**config.mk**
```make
export PLATFORM = sky130hd
export DESIGN_NAME = return_address_stack
export DESIGN_NICKNAME = d
export VERILOG_FILES = /design/src/rtl/ras_pkg.sv /design/src/rtl/ras_storage.sv /design/src/rtl/return_address_stack.sv
export SDC_FILE = /design/constraint.sdc
export NUM_CORES = 1
export LEC_CHECK = 0
export ABC_CLOCK_PERIOD_IN_PS = 4500
export BUFFER_PORTS_ARGS = -buffer_cell sky130_fd_sc_hd__clkbuf_2
export CAP_MARGIN = 40
export CORE_UTILIZATION = 50
export DETAILED_ROUTE_END_ITERATION = 16
export PLACE_DENSITY = 0.75
export SLEW_MARGIN = 40
export SYNTH_ARGS = -nofsm -noshare
export SYNTH_HDL_FRONTEND = slang
export SYNTH_SLANG_ARGS = --single-unit
```
**constraint.sdc**
```tcl
create_clock -name clk -period 4.5 [get_ports clk]
set_clock_uncertainty 0.1 [all_clocks]
set_input_delay 0.225 -clock clk [delete_from_list [all_inputs] [get_ports clk]]
set_output_delay 0.225 -clock clk [all_outputs]
set_load 0.01 [all_outputs]
```
**src/rtl/ras_pkg.sv**
```systemverilog
// ras_pkg: shared defaults and types for the return address stack.
//   RAS_DEPTH  - default number of stack entries (power of two, >= 2)
//   RAS_ADDR_W - default width of one return address
//   RAS_PTR_W  - width of the top-of-stack pointer for the default depth
//   ras_addr_t - return-address word at the default width
package ras_pkg;

  localparam int unsigned RAS_DEPTH  = 8;
  localparam int unsigned RAS_ADDR_W = 16;
  localparam int unsigned RAS_PTR_W  = $clog2(RAS_DEPTH);

  typedef logic [RAS_ADDR_W-1:0] ras_addr_t;

endpackage

```
**src/rtl/ras_storage.sv**
```systemverilog
// ras_storage: DEPTH x ADDR_W register array for the return address stack.
// Entries are intentionally not reset.
//   clk   - write clock
//   we    - write enable
//   waddr - write index
//   wdata - write data
//   raddr - read index (combinational read)
//   rdata - entry at raddr
module ras_storage
  import ras_pkg::*;
#(
  parameter int unsigned DEPTH  = RAS_DEPTH,
  parameter int unsigned ADDR_W = RAS_ADDR_W,
  parameter int unsigned PTR_W  = $clog2(DEPTH)
) (
  input  logic              clk,
  input  logic              we,
  input  logic [PTR_W-1:0]  waddr,
  input  logic [ADDR_W-1:0] wdata,
  input  logic [PTR_W-1:0]  raddr,
  output logic [ADDR_W-1:0] rdata
);

  logic [ADDR_W-1:0] mem_q [DEPTH];

  always_ff @(posedge clk) begin
    if (we) begin
      mem_q[waddr] <= wdata;
    end
  end

  assign rdata = mem_q[raddr];

endmodule

```
**src/rtl/return_address_stack.sv**
```systemverilog
// return_address_stack: call/return stack supplying the EX-stage branch
// target for RET instructions.
//   clk, rst_n          - clock, asynchronous active-low reset
//   Call_EX             - CALL in EX: push Return_Addr_EX
//   Ret_EX              - RET in EX: pop the top entry
//   Return_Addr_EX      - address to push (normally PC+1)
//   Stall_EX            - suppresses every state update this cycle
//   Flush               - synchronous clear of stack and sticky flags
//   Stack_Out_EX        - top-of-stack address (zero when not enabled)
//   Stack_Out_Enable_EX - a valid return target is being supplied
//   Stack_Full/Empty    - count == DEPTH / count == 0
//   Stack_Overflow      - sticky: a push was lost or overwrote an entry
//   Stack_Underflow     - sticky: RET seen while empty
// Build option: define RAS_CIRCULAR_EN to make a push when full overwrite the
// oldest entry; otherwise such a push is dropped.
module return_address_stack
  import ras_pkg::*;
#(
  parameter int unsigned DEPTH  = RAS_DEPTH,
  parameter int unsigned ADDR_W = RAS_ADDR_W
) (
  input  logic              clk,
  input  logic              rst_n,
  input  logic              Call_EX,
  input  logic              Ret_EX,
  input  logic [ADDR_W-1:0] Return_Addr_EX,
  input  logic              Stall_EX,
  input  logic              Flush,
  output logic [ADDR_W-1:0] Stack_Out_EX,
  output logic              Stack_Out_Enable_EX,
  output logic              Stack_Full,
  output logic              Stack_Empty,
  output logic              Stack_Overflow,
  output logic              Stack_Underflow
);

  localparam int unsigned PTR_W = $clog2(DEPTH);
  localparam int unsigned CNT_W = PTR_W + 1;

  logic [PTR_W-1:0]  top_q, top_d, top_inc;
  logic [CNT_W-1:0]  count_q, count_d;
  logic              ovf_q, ovf_d;
  logic              udf_q, udf_d;

  logic              we;
  logic [PTR_W-1:0]  waddr;
  logic [ADDR_W-1:0] rdata;

  logic              empty, full;

  assign empty   = (count_q == '0);
  assign full    = (count_q == CNT_W'(DEPTH));
  // Pointer width equals log2(DEPTH), so natural wrap gives mod-DEPTH.
  assign top_inc = top_q + PTR_W'(1);

  ras_storage #(
    .DEPTH  (DEPTH),
    .ADDR_W (ADDR_W),
    .PTR_W  (PTR_W)
  ) u_storage (
    .clk   (clk),
    .we    (we),
    .waddr (waddr),
    .wdata (Return_Addr_EX),
    .raddr (top_q),
    .rdata (rdata)
  );

  always_comb begin
    top_d   = top_q;
    count_d = count_q;
    ovf_d   = ovf_q;
    udf_d   = udf_q;
    we      = 1'b0;
    waddr   = top_q;

    if (Flush) begin
      top_d   = '0;
      count_d = '0;
      ovf_d   = 1'b0;
      udf_d   = 1'b0;
    end else if (!Stall_EX) begin
      if (Call_EX && Ret_EX && !empty) begin
        // Tail call: replace the top in place; the old top is output now.
        we = 1'b1;
      end else if (Call_EX) begin
        // Push; Call+Ret on an empty stack lands here as well.
        if (Ret_EX) begin
          udf_d = 1'b1;
        end
        if (full) begin
          ovf_d = 1'b1;
`ifdef RAS_CIRCULAR_EN
          top_d = top_inc;
          we    = 1'b1;
          waddr = top_inc;
`endif
        end else begin
          top_d   = top_inc;
          count_d = count_q + CNT_W'(1);
          we      = 1'b1;
          waddr   = top_inc;
        end
      end else if (Ret_EX) begin
        if (!empty) begin
          top_d   = top_q - PTR_W'(1);
          count_d = count_q - CNT_W'(1);
        end else begin
          udf_d = 1'b1;
        end
      end
    end
  end

  always_ff @(posedge clk or negedge rst_n) begin
    if (!rst_n) begin
      top_q   <= '0;
      count_q <= '0;
      ovf_q   <= 1'b0;
      udf_q   <= 1'b0;
    end else begin
      top_q   <= top_d;
      count_q <= count_d;
      ovf_q   <= ovf_d;
      udf_q   <= udf_d;
    end
  end

  assign Stack_Out_Enable_EX = Ret_EX & ~empty;
  assign Stack_Out_EX        = Stack_Out_Enable_EX ? rdata : '0;
  assign Stack_Full          = full;
  assign Stack_Empty         = empty;
  assign Stack_Overflow      = ovf_q;
  assign Stack_Underflow     = udf_q;

endmodule

```
==> results list, run 1 <==
* Row count: 39
* Number of nets in the layout: 435
- In this run the tightest slew margin relative to its limit is 47.9%.
* Floorplan die width: 110 um
- Yosys warning count: 0
- Across all hold checks on the routed design, the worst slack comes to 0.0202 ns.
* Clock sink total: 137
* Die Ht: 110 um
- The routed design has 11.7 mm of wire.
* Number of setup violations in the final report: 0
* Transition at the pin with the smallest max-transition slack: 0.780 ns
- A synthesized cell averages 17.1 um^2.
* Post-layout minimum cycle time: 3.01 ns
* Number of buffers inserted to repair setup after CTS: 0
- Critical Path, Cell by Cell: inv_1, ha_1, or3b_2, nor4_1, a211oi_2, nor2_1, buf_4
- Number of hold violations in the final report: 0
- The commonest cells after synthesis are 128 x edfxtp_1, 33 x nand2_1, 32 x mux4_2.
- The max-slew violation count is 0.
- Global-route usage over all layers: 21.2%
- For this run, the slowest stage of the critical path takes 0.72 ns.
- Of the synthesized area, sequential elements account for 69.5%.
* DRC Markers: 0
- CTS tree: yes
* Number of flops mapped to enable cells by yosys: 128
- Relative to the synthesized area, the layout overhead comes to 17.2%.
- The detailed router finished its first iteration with 293 violations.
- Once placement finished, the instance area stood at 6260 um^2.
* Core area: 11400 um^2
- Endpoint kind of the worst setup timing path: flop
* Effective utilization at floorplan: 51.2%
* Count of different cell masters after synthesis: 52
* Peak clock frequency supported by timing: 0.332 GHz
- Mapped Nets: 369
* Root Buffer Master: clkbuf_16
- Fraction of layout instances using a drive strength above 1: 32.1%
* Cell leakage power: 2.34 nW
- In this run the biggest area consumer among cell types represents 65.7% of the synthesized area.
* Clock tree buffer depth: 2
- Proportion of register bits with asynchronous set or reset after synthesis: 6.57%
- For this run, the leading register cell type out of synthesis is edfxtp_1.
- Summing over every cut layer, the via total after detailed routing is 3309.
* I/O Pins: 43
- CP Data Arrival Time: 3.02 ns
- Area of the die: 12100 um^2
* Crit Path Max Fanout: 15
* Pin count of the biggest net entering global routing: 25
- Among all stages on the critical path, the largest delay is contributed by dfrtp_1.
- The number of global-route vias before repair came to 3197.
* Number of buffers added on ports: 42
* Total congestion overflow: 0
* RSZ-0062 raised after global routing: no
- The HPWL after detailed placement is 7.18 mm.
* Worst vdd ir: 0.365 mV
- Final setup TNS: 0 ns
* Number of antenna violations at the first check in global routing: 0
* Critical path class: flop to flop
- Placer congestion estimate: 0.815
- Clock Latency Late Sink: 0.41 ns
- edfxtp_1 takes more of the synthesized area than any other cell.
* Post-route fraction of the period consumed by the critical path: 67.0%
- In this run the number of H-tree levels came out at 4.
- Avg WL per Cell: 20.7 um
- STA puts the critical path data required time at 4.50 ns.
- Via density per instance: 5.88
- First drt pass iteration count: 5
- By area the synthesized netlist is led by edfxtp_1 66%, mux4_2 12%, dfrtp_1 3.8%.
- Antenna viol nets, final: 0
- Ant diodes: 0
* Number of buffers added by the clock tree synthesis step: 17
* Most frequently used cell type in the post-synthesis netlist: edfxtp_1
* Sort of element at the start of the critical path: flop
- Run status: complete, no violations
- Max-capacitance violation count: 0
* Clk slew on worst S/H paths: 0.06 ns
* Total power divided by cell area: 452 nW/um^2
- The cell area that synthesis handed to floorplanning was 5850 um^2.
- Fill cells in the final layout number 847.
- After technology mapping, the gate count stands at 342.
* Number of synthesized register bits: 137
* Hold Crit Class: input port to flop
- Total non-filler cell area in the finished layout: 6860 um^2
* Global-route wire length before repair: 17.8 mm
state kept, by name, summed over array words and instances (netlist names):
signal / flops
count_q: 4
Stack_Underflow: 1
Stack_Overflow: 1
u_storage.mem_q: 128
top_q: 3
metrics by stage:
stage,power [mW],utilization [%],worst slack (ns),cells
after floorplan,1.81,-,1.07,342
after global placement,1.94,54.9,1.64,522
after detailed placement,1.95,54.9,1.51,522
after CTS,3.13,60.1,1.48,563
after global routing,3.23,60.1,1.23,563
final,3.10,60.1,1.49,563
worst max-delay path: cells and delay by family, from the launching register on:
kind / cells / cell delay [ns]
compound gates: 1 / 0.11
buf+inv: 2 / 0.38
flops: 1 / 0.72
simple gates: 3 / 0.89
fa+ha+maj: 1 / 0.50
path summary, 6_finish.rpt:
check / start / endpoint / slack, ns / depth (start not counted)
worst min-delay path: Return_Addr_EX[12] / u_storage.mem_q[7][12]$_DFFE_PP_ / 0.02 / 1
min in group asynchronous: rst_n / top_q[1]$_DFFE_PN0P_ / 0.12 / 2
worst max register to register: top_q[1]$_DFFE_PN0P_ / u_storage.mem_q[3][9]$_DFFE_PP_ / 1.49 / 7
max in group asynchronous: rst_n / top_q[0]$_DFFE_PN0P_ / 3.93 / 2
worst min register to register: Stack_Underflow$_DFFE_PN0P_ / Stack_Underflow$_DFFE_PN0P_ / 0.40 / 2
worst max-delay path: top_q[1]$_DFFE_PN0P_ / u_storage.mem_q[3][9]$_DFFE_PP_ / 1.49 / 7
repair_timing:
| item | in CTS | in global routing |
|---|---|---|
| endpoints found under the hold margin | 72 | 0 |
| resized for setup | 0 | 0 |
| hold buffers | 10 | 0 |
layout make-up:
class	count	area, um^2	share of cell area (%)
Clock buffer	20	437	6.37
Clock inverter	11	57.6	0.839
Inverter	11	46.3	0.675
Tap cell	143	179	2.61
Timing Repair Buffer	69	438	6.38
Sequential cell	137	4070	59.3
Multi-Input combinational cell	172	1630	23.8
per-layer routing:
| metal | vias to the layer above | track usage (%) | wire [um] |
|---|---|---|---|
| met5 | - | 0 | 0 |
| met2 | 116 | 34.2 | 5970 |
| li1 | 1489 | - | - |
| met4 | 0 | 5.83 | 88 |
| met1 | 1698 | 28.5 | 4840 |
| met3 | 6 | 6.17 | 748 |
layout by cell type, fill, tap and decap left out, types with 6 or more instances in the layout:
cell type and n:
dfrtp_1 8, nor2_1 16, dlygate4sd3_1 10, buf_4 17, mux4_2 32, inv_1 9, a21oi_1 24, clkbuf_16 17
nand2_1 33, edfxtp_1 128, clkinv_1 6, nor4_1 6, clkbuf_2 42
where the power goes:
part	leakage [nW]	switching, mW	internal [mW]
Combinational	0.833	0.251	0.209
Clock	0.237	0.481	0.687
Sequential	1.27	0.0466	1.43
cell families after synthesis:
group	synth area share, %
xor gates and xnor gates	0.150
adders and majority gates	1.20
AOI/OAI and AO/OA	5.84
buffers and inverters	2.78
and+or+nand+nor	7.57
DFF	69.5
muxes	12.9
(Power assumes the default switching activity.)
==> inputs of run 2 (changes only) <==
- ABC_CLOCK_PERIOD_IN_PS: 4500 -> 2690
- PLACE_DENSITY: 0.75 -> 0.78
- clock period: 4.5 -> 2.69 ns (I/O delays scaled with it)
==> run 2 against run 1 <==
Against the previous run:
- cell count increased by 4.8%
- critical path type unchanged
- critical endpoint is now u_storage.mem_q[4][12]$_DFFE_PP_
- maximum frequency increased by 17%
- total power increased by 87%
==> results list, run 2 (synthesis results as in run 1) <==
* Run status: complete, no violations (unchanged)
- Sort of element at the start of the critical path: flop (unchanged)
- Crit Path Max Fanout: 9 (was 15)
- CP Data Arrival Time: 2.59 ns (was 3.02 ns)
* Cell area after placement: 6480 um^2 (was 6260 um^2)
* Row count: 39 (unchanged)
* Number of antenna violations at the first check in global routing: 0 (unchanged)
* Leading cell types in the layout, fill and taps excluded: 128 x edfxtp_1, 42 x clkbuf_2, 33 x nand2_1, 33 x buf_4, 32 x mux4_2 (was 128 x edfxtp_1, 42 x clkbuf_2, 33 x nand2_1)
* Slew HR: 54.5% (was 47.9%)
* Peak clock frequency supported by timing: 0.388 GHz (was 0.332 GHz)
- Number of buffers added on ports: 42 (unchanged)
- The remaining routing DRC violations was 0 (unchanged).
- Total non-filler cell area in the finished layout: 7300 um^2 (was 6860 um^2)
* Smallest setup slack after layout: 0.115 ns (was 1.49 ns)
* Final setup TNS: 0 ns (unchanged)
* Placer congestion estimate: 0.895 (was 0.815)
- Hold Crit Class: input port to async pin (was input port to flop)
* Number of nets in the layout: 461 (was 435)
* Number of buffers added by the clock tree synthesis step: 17 (unchanged)
- The number of antenna diodes came to 0 (unchanged).
* Root Buffer Master: clkbuf_16 (unchanged)
* Clock tree buffer depth: 2 (unchanged)
- CP Data Required Time: 2.70 ns (was 4.50 ns)
* Number of H-tree branching levels: 4 (unchanged)
- The clock transition at the registers of the reported paths came to 0.06 ns (about the same).
- Via count: 3494 (was 3309)
- The worst hold margin came to 0.0136 ns (was 0.0202 ns).
- The via-per-instance ratio was 5.92 (was 5.88).
- The initial DRC count came to 265 (was 293).
- The floorplan die area is 12100 um^2 (unchanged).
- The slew at the pin with the worst max-slew slack is 0.683 ns (was 0.780 ns).
- The worst voltage drop across the vdd grid came to 0.758 mV (was 0.365 mV).
- Leading registers by flop count: u_storage.mem_q (128), count_q (4), top_q (3) (unchanged)
* Die Ht: 110 um (unchanged)
- The final core utilization came to 64.0% (was 60.1%).
- Synth-to-Final Area Change: 24.8% (was 17.2%)
- Endpoint kind of the worst setup timing path: flop (unchanged)
* Wire length after detailed routing: 12.8 mm (was 11.7 mm)
- Antenna viol nets, final: 0 (unchanged)
* First drt pass iteration count: 4 (was 5)
* Max-capacitance violation count: 0 (unchanged)
* Number of buffers inserted to repair setup after CTS: 0 (unchanged)
- Flip-flop count of the largest register, all copies and words added: 128 (unchanged)
- The final non-filler cell total is 590 (was 563).
- The number of endpoints failing setup at the final stage came to 0 (unchanged).
* CTS tree: yes (unchanged)
* Total congestion overflow: 0 (unchanged)
- The fraction of layout instances using a drive strength above 1 was 38.7% (was 32.1%).
- The HPWL after detailed placement was 7.76 mm (was 7.18 mm).
- The number of hold-slack violations in the final timing report came to 0 (unchanged).
* Number of cells in the design after placement: 540 (was 522)
- The number of clock sinks seen by CTS is 137 (unchanged).
* Max-slew violation total from the final report: 0 (unchanged)
- Total power divided by cell area: 793 nW/um^2 (was 452 nW/um^2)
* Floorplan die width: 110 um (unchanged)
- The global-route usage over all layers is 23.1% (was 21.2%).
- Total power: 5.79 mW (was 3.10 mW)
* Critical path class: flop to flop (unchanged)
* Vias in the first global route: 3477 (was 3197)
- The commonest non-fill, non-tap cell in the layout is edfxtp_1 (unchanged).
- Area used by sequential logic in the layout: 4070 um^2 (unchanged)
- Post-route fraction of the period consumed by the critical path: 95.7% (was 67.0%)
* I/O Pins: 43 (unchanged)
* Biggest register: u_storage.mem_q (unchanged)
- Core area: 11400 um^2 (unchanged)
- The pre-CTS setup slack was 0.0481 ns (was 1.51 ns).
- Effective utilization at floorplan: 51.2% (unchanged)
* Filler cell count: 798 (was 847)
- Clock Latency Late Sink: 0.41 ns (about the same)
* Pin count of the biggest net entering global routing: 37 (was 25)
- Combined area of the multi-input logic cells: 1710 um^2 (was 1630 um^2)
- The total leakage power came to 2.54 nW (was 2.34 nW).
- RSZ-0062 raised after global routing: no (unchanged)
- The post-detailed-route wirelength per cell was 21.7 um (was 20.7 um).
- Global-route wire length before repair: 19.3 mm (was 17.8 mm)
- The minimum period implied by the final worst setup slack is 2.57 ns (was 3.01 ns).
run 2: changes by cell type in the layout (fill, tap and decap cells not counted), moves of 2 or more:
cell           before  now
buf_12              0    2
clkinv_1            6    1
nor2_4              0    6
nor4_2              1    4
nor4_1              6    3
buf_4              17   33
dlygate4sd3_1      10   18
clkbuf_1            3    1
nor2_1             16    8
clkinv_4            1    4
bufinv_16           0    4
nor2_2              0    2
run 2: worst paths after layout:
kind,startpoint,cells after the start,slack (ns),endpoint
worst max-delay path,top_q[0]$_DFFE_PN0P_,8,0.12,u_storage.mem_q[4][12]$_DFFE_PP_
worst min-delay path,rst_n,2,0.01,Stack_Underflow$_DFFE_PN0P_
worst max register to register,top_q[0]$_DFFE_PN0P_,8,0.12,u_storage.mem_q[4][12]$_DFFE_PP_
worst min register to register,Stack_Underflow$_DFFE_PN0P_,2,0.40,Stack_Underflow$_DFFE_PN0P_
max in group asynchronous,rst_n,2,2.25,top_q[0]$_DFFE_PN0P_
min in group clk,Stall_EX,3,0.08,top_q[1]$_DFFE_PN0P_
run 2: routing by layer:
layer  part of all wire [%]  GRT usage, %
met5                      0             0
met4                    2.3          8.74
met3                    5.0          6.41
met2                     51          36.9
met1                     41          30.4
run 2: report_power, final:
group | switching [mW] | internal, mW | total, mW
Sequential | 0.0261 | 2.39 | 2.41
Combinational | 0.528 | 0.407 | 0.935
Clock | 0.890 | 1.56 | 2.45
Total | 1.44 | 4.35 | 5.79
run 2: area by class of cell:
| class | count | area share, % |
|---|---|---|
| flip-flops and latches | 137 | 55.7 |
| multi-input cells | 172 | 23.3 |
| repair buffers | 95 | 9.28 |
| clock buffers | 18 | 5.88 |
| clock inverters | 14 | 2.69 |
| well taps | 143 | 2.45 |
| inverters | 11 | 0.634 |
run 2: worst max-delay path, cell delays in order, from the launching register on:
cell and delay, ns:
dfrtp_2 0.41, inv_1 0.11, ha_1 0.25, buf_4 0.18, or3b_2 0.49, nor4_2 0.23, nor3_2 0.13, nor2_4 0.15
buf_4 0.21
run 2: what timing repair did:
action | CTS | global route
hold buffers | 18 | 0
endpoints found under the hold margin | 140 | 0
resized for setup | 2 | 1
setup endpoints to repair | 8 | 24
pin swaps | 0 | 0
